===== src/rtl/registro_tiempo_crono_vga.sv =====
// BCD time-field register bank for the chronometer VGA path: shadow writes are committed
// atomically on frame_sync. Optional legality check enabled by defining BCD_CHECK_EN.
module registro_tiempo_crono_vga #(
    parameter int             NUM_CH  = 3,
    parameter int             W       = 8,
    parameter logic [W-1:0]   MAX_LO  = 8'h59,
    parameter logic [W-1:0]   MAX_TOP = 8'h23,
    localparam int            CSW     = $clog2(NUM_CH)
) (
    input  logic                clk,
    input  logic                reset,
    input  logic                seleccion,
    input  logic                EN_deco,
    input  logic                EN,
    input  logic                ACT,
    input  logic [CSW-1:0]      ch_sel,
    input  logic [W-1:0]        dato_in,
    input  logic                frame_sync,
    output logic [NUM_CH*W-1:0] dato_out,
    output logic                pend,
    output logic                err
);

`ifdef BCD_CHECK_EN
    localparam bit CHECK = 1'b1;
`else
    localparam bit CHECK = 1'b0;
`endif

    typedef enum logic [1:0] {S_IDLE, S_PEND, S_COMMIT} state_t;

    state_t                    r_state, w_state_nxt;
    logic [NUM_CH-1:0][W-1:0]  r_shadow;
    logic [NUM_CH-1:0]         r_dirty, w_dirty_nxt;
    logic [NUM_CH*W-1:0]       r_out;
    logic                      r_err;

    logic w_wr, w_in_range, w_is_top, w_bcd_ok, w_legal, w_accept;

    assign w_wr       = EN_deco & ((EN & ~seleccion) | (ACT & seleccion));
    assign w_in_range = (32'(ch_sel) < NUM_CH);
    assign w_is_top   = (32'(ch_sel) == NUM_CH - 1);
    assign w_bcd_ok   = (dato_in[7:4] <= 4'd9) && (dato_in[3:0] <= 4'd9) &&
                        (dato_in <= (w_is_top ? MAX_TOP : MAX_LO));
    assign w_legal    = !CHECK || w_bcd_ok;
    assign w_accept   = w_wr & w_in_range & w_legal;

    // A write landing on the commit edge must survive the dirty clear, so set wins.
    always_comb begin
        // NOTE: defaults first so every path assigns these and no latch is inferred.
        w_dirty_nxt = r_dirty;
        w_state_nxt = r_state;
        if (r_state == S_COMMIT)
            w_dirty_nxt = '0;
        if (w_accept)
            w_dirty_nxt[ch_sel] = 1'b1;

        case (r_state)
            S_IDLE:   if (|r_dirty)   w_state_nxt = S_PEND;
            S_PEND:   if (frame_sync) w_state_nxt = S_COMMIT;
            S_COMMIT: w_state_nxt = (|w_dirty_nxt) ? S_PEND : S_IDLE;
            default:  w_state_nxt = S_IDLE;
        endcase
    end

    // NOTE: state uses non-blocking assignments so the commit copies the pre-edge shadow.
    always_ff @(posedge clk) begin
        if (!reset) begin
            r_state  <= S_IDLE;
            r_dirty  <= '0;
            r_shadow <= '0;
            r_out    <= '0;
            r_err    <= 1'b0;
        end else begin
            r_state <= w_state_nxt;
            r_dirty <= w_dirty_nxt;
            r_err   <= w_wr & ~(w_in_range & w_legal);
            if (w_accept)
                r_shadow[ch_sel] <= dato_in;
            if (r_state == S_COMMIT) begin
                for (int i = 0; i < NUM_CH; i++) begin
                    if (r_dirty[i])
                        r_out[i*W +: W] <= r_shadow[i];
                end
            end
        end
    end

    assign dato_out = r_out;
    assign pend     = |r_dirty;
    assign err      = r_err;

endmodule


===== config.mk =====
export PLATFORM = sky130hd
export DESIGN_NAME = registro_tiempo_crono_vga
export DESIGN_NICKNAME = d
export VERILOG_FILES = /design/src/rtl/registro_tiempo_crono_vga.sv
export SDC_FILE = /design/constraint.sdc
export NUM_CORES = 1
export LEC_CHECK = 0
export BUFFER_PORTS_ARGS = -buffer_cell sky130_fd_sc_hd__buf_2
export CORE_MARGIN = 3
export CORE_UTILIZATION = 50
export CTS_BUF_LIST = sky130_fd_sc_hd__clkbuf_8
export CTS_CLUSTER_DIAMETER = 40
export DETAILED_ROUTE_END_ITERATION = 6
export GPL_TIMING_DRIVEN = 0
export PLACE_DENSITY = 0.86
export SLEW_MARGIN = 30
export SYNTH_ARGS = -nofsm -noshare
export SYNTH_HDL_FRONTEND = slang
export SYNTH_SLANG_ARGS = --single-unit

===== constraint.sdc =====
create_clock -name clk -period 1.2 [get_ports clk]
set_input_delay 0.24 -clock clk [delete_from_list [all_inputs] [get_ports clk]]
set_output_delay 0.24 -clock clk [all_outputs]
set_load 0.01 [all_outputs]

## Yosys cells after proc, flatten, opt, wreduce, memory -nomap -nowiden

Cells that the tools add are included.
W data, S select, Z words.

- Flip-flop bits (word level): 54
- Bits of input ports: 17
- Output and inout bits: 26
- Logic and storage cells: 44

- $lt $le $gt $ge: 3
- Equal/unequal tests: 4
- Multiplexer cells: 11
- Bitwise gates (word level): 9
- Reduce and logical (&&, ||, !) cells: 8

Operators by type and width:

| operator | number |
|---|---|
| $bwmux W24 | 1 |
| $demux W8 S2 | 1 |
| $mux W8 | 1 |
| $reduce_and A2 Y1 | 4 |
| $mux W3 | 2 |
| $pmux W2 S3 | 1 |
| $reduce_or A3 Y1 | 2 |
| $and A1 B1 Y1 | 5 |
| $mux W2 | 2 |
| $ne A2 B2 Y1 const B | 2 |
| $lt A2 B3 Y1 const B | 1 |
| $or A3 B3 Y3 | 1 |
| $demux W1 S2 | 1 |
| $eq A2 B1 Y1 const B | 1 |
| $eq A2 B2 Y1 const B | 1 |
| $ge A2 B1 Y1 const B | 1 |
| $logic_not A2 Y1 | 1 |
| $lt A2 B2 Y1 const B | 1 |
| $mux W1 | 2 |
| $not A1 Y1 | 2 |
| $logic_and A1 B1 Y1 | 1 |
| $or A1 B1 Y1 | 1 |

## Depth between registers and ports, before layout

Gate-level depths: netlist of run 1.

- Depth in word-level cells: 9
- Mapped depth: 4
- Mapped depth without buffers: 3

## Worst setup path before layout of run 1

Ideal clock, no wire load.

- Path kind: input-to-reg
- From: input seleccion
- To: register r_dirty[2]
- Library setup time: 0.115 ns
- Arrival time: 1.029 ns
- Data required time: 1.085 ns
- Setup slack: 0.056 ns
- Stages: 4
- Buffers on the path: 1
- Cell sequence: mux2_4 -> and4b_1 -> buf_6 -> o21a_1

- Cells in the longest elaborated chain, start to end: 6
- Elaborated cells on any way between the ends: 7
- Classes of those cells: 1 x mux; 6 x bitwise

Ends and longest elaborated chain:

| element | line | RTL |
|---|---|---|
| start: declaration | 12 | `input logic seleccion,` |
| $not A1 Y1 | 40 | `assign w_wr = EN_deco & ((EN & ~seleccion) \| (ACT & seleccion));` |
| $and A1 B1 Y1 | 40 |  |
| $or A1 B1 Y1 (*) | 40 |  |
| $and A1 B1 Y1 (*) | 40 |  |
| $and A1 B1 Y1 (*) | 46 | `assign w_accept = w_wr & w_in_range & w_legal;` |
| $mux W3 (*) | 55 | `if (w_accept)` |
| end signal: assignment | 76 | `r_dirty <= w_dirty_nxt;` |
| end: declaration | 34 | `logic [NUM_CH-1:0] r_dirty, w_dirty_nxt;` |

Mark *: on every way between the ends. The rest lies on a longest branch, timed or not.
A chain may end at the register's enable or synchronous reset.

## Final worst setup path of run 1

- From: register r_dirty[2]
- To: output pend

- Cells in the longest elaborated chain, start to end: 1

Ends and longest elaborated chain:

| element | line | RTL |
|---|---|---|
| $reduce_or A3 Y1 | 90 | `assign pend = \|r_dirty;` |
| end: declaration | 20 | `output logic pend,` |

No other way between the ends.

==> summary.md, run 1 <==
| Metric | Value |
|---|---|
| Status | complete, but fails checks |
| Violated checks | setup timing |
| Horiz. Die Dim | 70.5 um |
| Clk buf depth | 2 |
| Worst Tran Pin Value | 0.433 ns |
| Register Area | 1080 um2 |
| Most common cell after layout, fill and taps aside | dfxtp_1 |
| Clk slew on worst S/H paths | 0.09 ns |
| Syn-to-layout area delta | 21.2% |
| WL/cell | 14.2 um |
| Met1 usage | 24.1% |
| I/O pin count | 43 |
| WP data arrival | 1.16 ns |
| Row cnt | 22 |
| Simple-Gate Fraction of Synth Area | 19.0% |
| PortBufs | 41 |
| Initial antenna violation count | 0 |
| Slew Limit Headroom | 71.1% |
| Final Power | 3.51 mW |
| Max Cap Viol | 0 |
| Syn_area_per_cell | 10.4 um2 |
| Inserted Clock Buffers | 5 |
| Number of global-route vias before repair | 1426 |
| ANT nets after route | 0 |
| Pre-CTS WS | -0.115 ns |
| Fin. Hold Viols | 0 |
| Fmax | 716 MHz |
| PD cells | 1390 nW/um2 |
| Post-synthesis compound-gate area fraction | 1.38% |
| Residual DRC | 0 |
| Fraction of synthesized area in multiplexers | 24.3% |
| Pin count of the biggest net entering global routing | 17 |
| CTS sink cnt | 54 |
| Crit path buf inv count | 1 |
| Global-route wire length before repair | 6940 um |
| Grt peak-use layer | met2 |
| Leak pwr | 1.24 nW |
| CTS tree | done |
| Global route overflow | 0 |
| Final setup fails | 1 |
| Synthesized cell area | 2080 um2 |
| CP required | 0.96 ns |
| Placer Congestion | 0.737 |
| Crit path kind | register to primary output |
| Tcrit/Tclk final | 116% |
| Vias per cell | 5.06 |
| Syn Inst Count | 199 |
| Nets | 265 |
| Final WS setup | -0.197 ns |
| Sequential share of the synthesized area | 52.0% |
| Inst Count DP | 288 |
| Post-layout util | 65.9% |
| Starting density of the core | 54.3% |
| FF-to-FF End | dato_out[10]$_SDFFE_PN0P_ |
| Share of cells above drive strength 1 | 24.9% |
| Commonest non-fill, non-tap cells in the layout | dfxtp_1 (51), mux2i_1 (49), buf_2 (41) |
| Hold path depth | 3 |
| RSZ-0062 raised after global routing | true |
| Crit-path cells | or3_4, buf_6 |
| DRT Pass-1 Iters | 4 |
| Chip Height | 70.5 um |
| Number of DRC markers in iteration 0 | 71 |
| Count of non-filler cells in the finished layout | 297 |
| Area of the multi-input gates | 935 um2 |
| Grt met3 use | 5.90% |
| CP endpoint kind | primary output |
| HPWL Detailed | 2920 um |
| Min Tclk post-route | 1.40 ns |
| Max VDD drop | 1010 uV |
| CORE AREA | 3830 um2 |
| Fillcell total | 304 |
| Synthesis-stage register bit count | 54 |
| Adder-cell share of the synthesized area | 0% |
| CP delay by family, top | simple AND/OR/NAND/NOR gates |
| All-Layer GR Usage | 18.2% |
| Cell variety after synth | 21 |
| Biggest cell delay along the critical path | 0.39 ns |
| FF-to-FF Start | r_state[1]$_SDFFE_PN0P_ |
| Worst Hold Class | input port to register |
| Worst path slowest cell | or3_4 |
| Worst-path maximum fanout | 2 |
| Clk_lat worst skew | 0.31 ns |
| Hold endpoint | r_state[1]$_SDFFE_PN0P_ |
| H-tree Lvls | 2 |
| Startpoint types | register |
| Via count | 1503 |
| Net Count, Synth | 216 |
| Clk root buf | clkbuf_8 |
| Slew Limit Fails | 0 |
| Xor/xnor share of the synthesized area | 0% |
| DIE AREA | 4970 um2 |
| Met2 usage | 27.4% |
| Worst Skew | 0.00554 ns |
| Worst R2R Path Depth | 4 |
| Antenna Cells | 0 |
| Critical hold path startpoint | frame_sync |
| Main combinational cell family by area after synthesis | multiplexers |
| Reg2Reg Setup Slack | 0.10 ns |
| YS warnings | 0 |
| Final wirelength | 4230 um |
metal layers:
layer / part of all wire (%) / wire, um
met4: 1.8 / 76
met1: 47 / 1990
met2: 45 / 1900
met5: 0 / 0
met3: 6.3 / 267
logic make-up after synthesis:
| kind of cell | count (synthesis) |
|---|---|
| simple gates | 78 |
| flops | 54 |
| compound gates | 4 |
| mux | 50 |
| buf+inv | 13 |
worst min-delay path, stage by stage:
cell and delay, ns:
buf_2 0.09, nand2_1 0.08, nor3b_1 0.05
registers in the layout, summed over array words and instances (netlist names):
signal and count:
dato_out 24, r_shadow 24, r_dirty 3, r_state 2, err 1
per-stage QoR:
step	hold slack [ns]	setup TNS, ns	cell area (um2)
after detailed placement	0.449	-1.41	2340
after CTS	0.184	-0.198	2510
after global routing	0.204	-0.227	2520
after floorplan	0.358	0	2080
final	0.195	-0.197	2520
after global placement	0.442	-1.16	2340
cell type report:
class / count / share of cell area [%]
plain buffers: 13 / 3.18
clock buffers: 6 / 3.28
clock inverters: 2 / 2.38
multi-input cells: 132 / 37.1
flip-flops and latches: 54 / 43.0
well taps: 48 / 2.38
repair buffers: 42 / 8.68
report_power, final:
group | internal (mW) | switching [mW]
combinational | 0.0950 | 0.106
sequential | 1.82 | 0.0191
clock | 0.889 | 0.579
synth_stat cells, drive strengths merged:
cell type,instances,area [um2]
and4b,1,10.0
clkbuf,6,22.5
buf,7,46.3
and2,2,12.5
nand2b,2,12.5
nor2,2,7.51
nand2,37,139
nor2b,24,150
dfxtp,54,1080
o21a,2,15.0
mux2,1,15.0
nand3b,4,30.0
a21boi,1,7.51
nand3,2,10.0
nor3b,1,7.51
mux2i,49,490
or3,1,6.26
o22ai,1,6.26
nor3,2,10.0
worst max-delay path by stage:
stage	slack (ns)	startpoint	endpoint	cells past startpoint
after floorplan	0.06	seleccion	r_dirty[2]$_SDFF_PN0_	4
after global placement	-0.10	reset	err$_SDFF_PN0_	4
after detailed placement	-0.12	reset	err$_SDFF_PN0_	4
after CTS	-0.20	r_dirty[2]$_SDFF_PN0_	pend	2
after global routing	-0.23	r_dirty[2]$_SDFF_PN0_	pend	2
final	-0.20	r_dirty[2]$_SDFF_PN0_	pend	2
repair_timing:
item	in CTS	in global routing
hold buffers	0	0
gates resized for setup	5	4
pin swaps	1	0
setup endpoints to repair	3	16
buffers inserted	1	0
Power figures use the tool's default switching activity.
==> run 2: changes to the inputs <==
Settings changed: PLACE_DENSITY 0.86 to 0.83.
Clock period 1.2 ns to 1.5 ns, I/O delays scaled along.
==> run 2 against run 1 <==
The run now ends clean; final area down 2.9%; combinational power down 21%; sequential power is 20% lower; critical path depth stayed put; final cell count shrank 0.34%; critical endpoint unchanged; largest cell class unchanged.
==> summary.md, run 2 (synthesized netlist as in run 1, its figures left out) <==
| Metric | Value |
|---|---|
| Status | finished, final reports clean |
| Tcrit/Tclk final | 98.4% |
| Number of DRC markers in iteration 0 | 105 (+48%) |
| Final WS setup | 0.0240 ns (+0.221 ns) |
| ANT nets after route | 0 (unchanged) |
| Max Cap Viol | 0 (unchanged) |
| Max VDD drop | 561 uV (-44%) |
| Final Power | 2.45 mW (-30%) |
| WP data arrival | 1.18 ns (+0.02 ns) |
| WL/cell | 14.2 um (-0.63%) |
| H-tree Lvls | 2 (unchanged) |
| Vias per cell | 4.88 (-3.5%) |
| Clk buf depth | 2 (unchanged) |
| CTS tree | done |
| Most common cell after layout, fill and taps aside | dfxtp_1 |
| Slew Limit Headroom | 70.6% (-0.57 points) |
| Starting density of the core | 54.3% (unchanged) |
| FF-to-FF Start | r_state[0]$_SDFFE_PN0P_ |
| Worst R2R Path Depth | 4 (unchanged) |
| Met1 usage | 22.3% (-1.8 points) |
| Via count | 1445 (-3.9%) |
| Fmax | 678 MHz |
| CP Depth | 2 (unchanged) |
| Number of global-route vias before repair | 1391 (-2.5%) |
| Hold endpoint | r_state[1]$_SDFFE_PN0P_ |
| CTS sink cnt | 54 (unchanged) |
| Crit path buf inv count | 1 (unchanged) |
| Critical hold path startpoint | frame_sync |
| Inserted Clock Buffers | 5 (unchanged) |
| Clk_lat worst skew | 0.31 ns (about the same) |
| Leak pwr | 1.20 nW (-2.7%) |
| CTS Hold Buffers Added | 0 (unchanged) |
| I/O pin count | 43 (unchanged) |
| Worst Tran Pin Value | 0.441 ns (+0.00851 ns) |
| Startpoint types | register |
| Met2 usage | 28.0% (+0.52 points) |
| Antenna Cells | 0 (unchanged) |
| Final setup fails | 0 (-1) |
| Nets | 264 (-0.38%) |
| CP endpoint kind | primary output |
| Biggest cell delay along the critical path | 0.40 ns (about the same) |
| FF-to-FF End | dato_out[17]$_SDFFE_PN0P_ |
| CP delay by family, top | simple AND/OR/NAND/NOR gates |
| Placer Congestion | 0.760 (+3.2%) |
| Clk slew on worst S/H paths | 0.09 ns (about the same) |
| Grt met3 use | 5.61% (-0.29 points) |
| All-Layer GR Usage | 17.4% (-0.77 points) |
| CP required | 1.20 ns (+0.24 ns) |
| Initial antenna violation count | 0 (unchanged) |
| Hold path depth | 3 (unchanged) |
| Min Tclk post-route | 1.48 ns |
| Slew Limit Fails | 0 (unchanged) |
| CORE AREA | 3830 um2 (unchanged) |
| Horiz. Die Dim | 70.5 um (unchanged) |
| Residual DRC | 0 (unchanged) |
| Crit path kind | register to primary output |
| Post-layout util | 64.0% (-1.9 points) |
| Worst-path maximum fanout | 3 (+1) |
| Pin count of the biggest net entering global routing | 16 (-1) |
| Worst Skew | 0.00417 ns (-0.00136 ns) |
| Reg2Reg Setup Slack | 0.29 ns (+0.19 ns) |
| Clk root buf | clkbuf_8 |
| Worst Hold Class | input port to register |
| Final wirelength | 4190 um (-0.97%) |
| DRT Pass-1 Iters | 5 (+1) |
| PD cells | 999 nW/um2 (-28%) |
| Row cnt | 22 (unchanged) |
| Pre-CTS WS | 0.127 ns (+0.242 ns) |
| Hold Worst Slack | 0.247 ns (+0.0518 ns) |
| HPWL Detailed | 3040 um (+4.3%) |
| PortBufs | 41 (unchanged) |
| Crit-path cells | or3_4, buf_6 |
| Commonest non-fill, non-tap cells in the layout | dfxtp_1 (53), mux2i_1 (49), buf_2 (44) |
| Global route overflow | 0 (unchanged) |
| Grt peak-use layer | met2 |
| DIE AREA | 4970 um2 (unchanged) |
| Global-route wire length before repair | 6640 um (-4.4%) |
| Chip Height | 70.5 um (unchanged) |
| Fin. Hold Viols | 0 (unchanged) |
| Worst path slowest cell | or3_4 |
| Syn-to-layout area delta | 17.7% |
| Share of cells above drive strength 1 | 23.4% (-1.5 points) |
[run 2: cell count changes in the layout (fill, tap and decap cells not counted), sizes merged]
| cell | change |
|---|---|
| bufinv | -2 |
| clkbuf | -1 |
| clkinv | +1 |
| inv | +1 |
[run 2: layout make-up]
class,instances,area (um2)
clock inverters,2,8.76
repair buffers,41,211
multi-input cells,132,935
well taps,48,60.1
flip-flops and latches,54,1080
plain buffers,13,68.8
fillers,336,1380
clock buffers,6,82.6
[run 2: stage by stage]
stage          area, um2  cells  setup TNS, ns
2_1_floorplan       2080    199              0
3_3_place_gp        2340    288              0
3_5_place_dp        2340    288              0
4_1_cts             2440    296              0
5_1_grt             2450    296       -0.00716
6_report            2450    296              0
[run 2: per-layer routing]
metal	vias to the layer above	wire length, um
met3	6	191
li1	754	-
met2	33	1920
met4	0	49
met5	-	0
met1	652	2030
[run 2: worst max path at each step]
stage / slack (ns) / from / end
after global placement: 0.13 / reset / err$_SDFF_PN0_
after floorplan: 0.30 / seleccion / r_dirty[2]$_SDFF_PN0_
after detailed placement: 0.13 / seleccion / r_dirty[2]$_SDFF_PN0_
after CTS: 0.002 / r_dirty[1]$_SDFF_PN0_ / pend
final: 0.02 / r_dirty[1]$_SDFF_PN0_ / pend
after global routing: -0.007 / r_dirty[1]$_SDFF_PN0_ / pend
[run 2: what timing repair did]
action,CTS,global route
setup endpoints to repair,0,1
hold endpoints to repair,0,0
resized for setup,0,3
setup buffers,0,0
[run 2: worst min-delay path, stage by stage]
cell     delay, ns
buf_2         0.09
nand2_1       0.07
nor3b_1       0.05
[run 2: power by group]
group | switching [mW] | internal (mW) | leakage, nW
clock | 0.452 | 0.366 | 0.0524
combinational | 0.0833 | 0.0746 | 0.714
sequential | 0.0160 | 1.46 | 0.437
total | 0.551 | 1.90 | 1.20
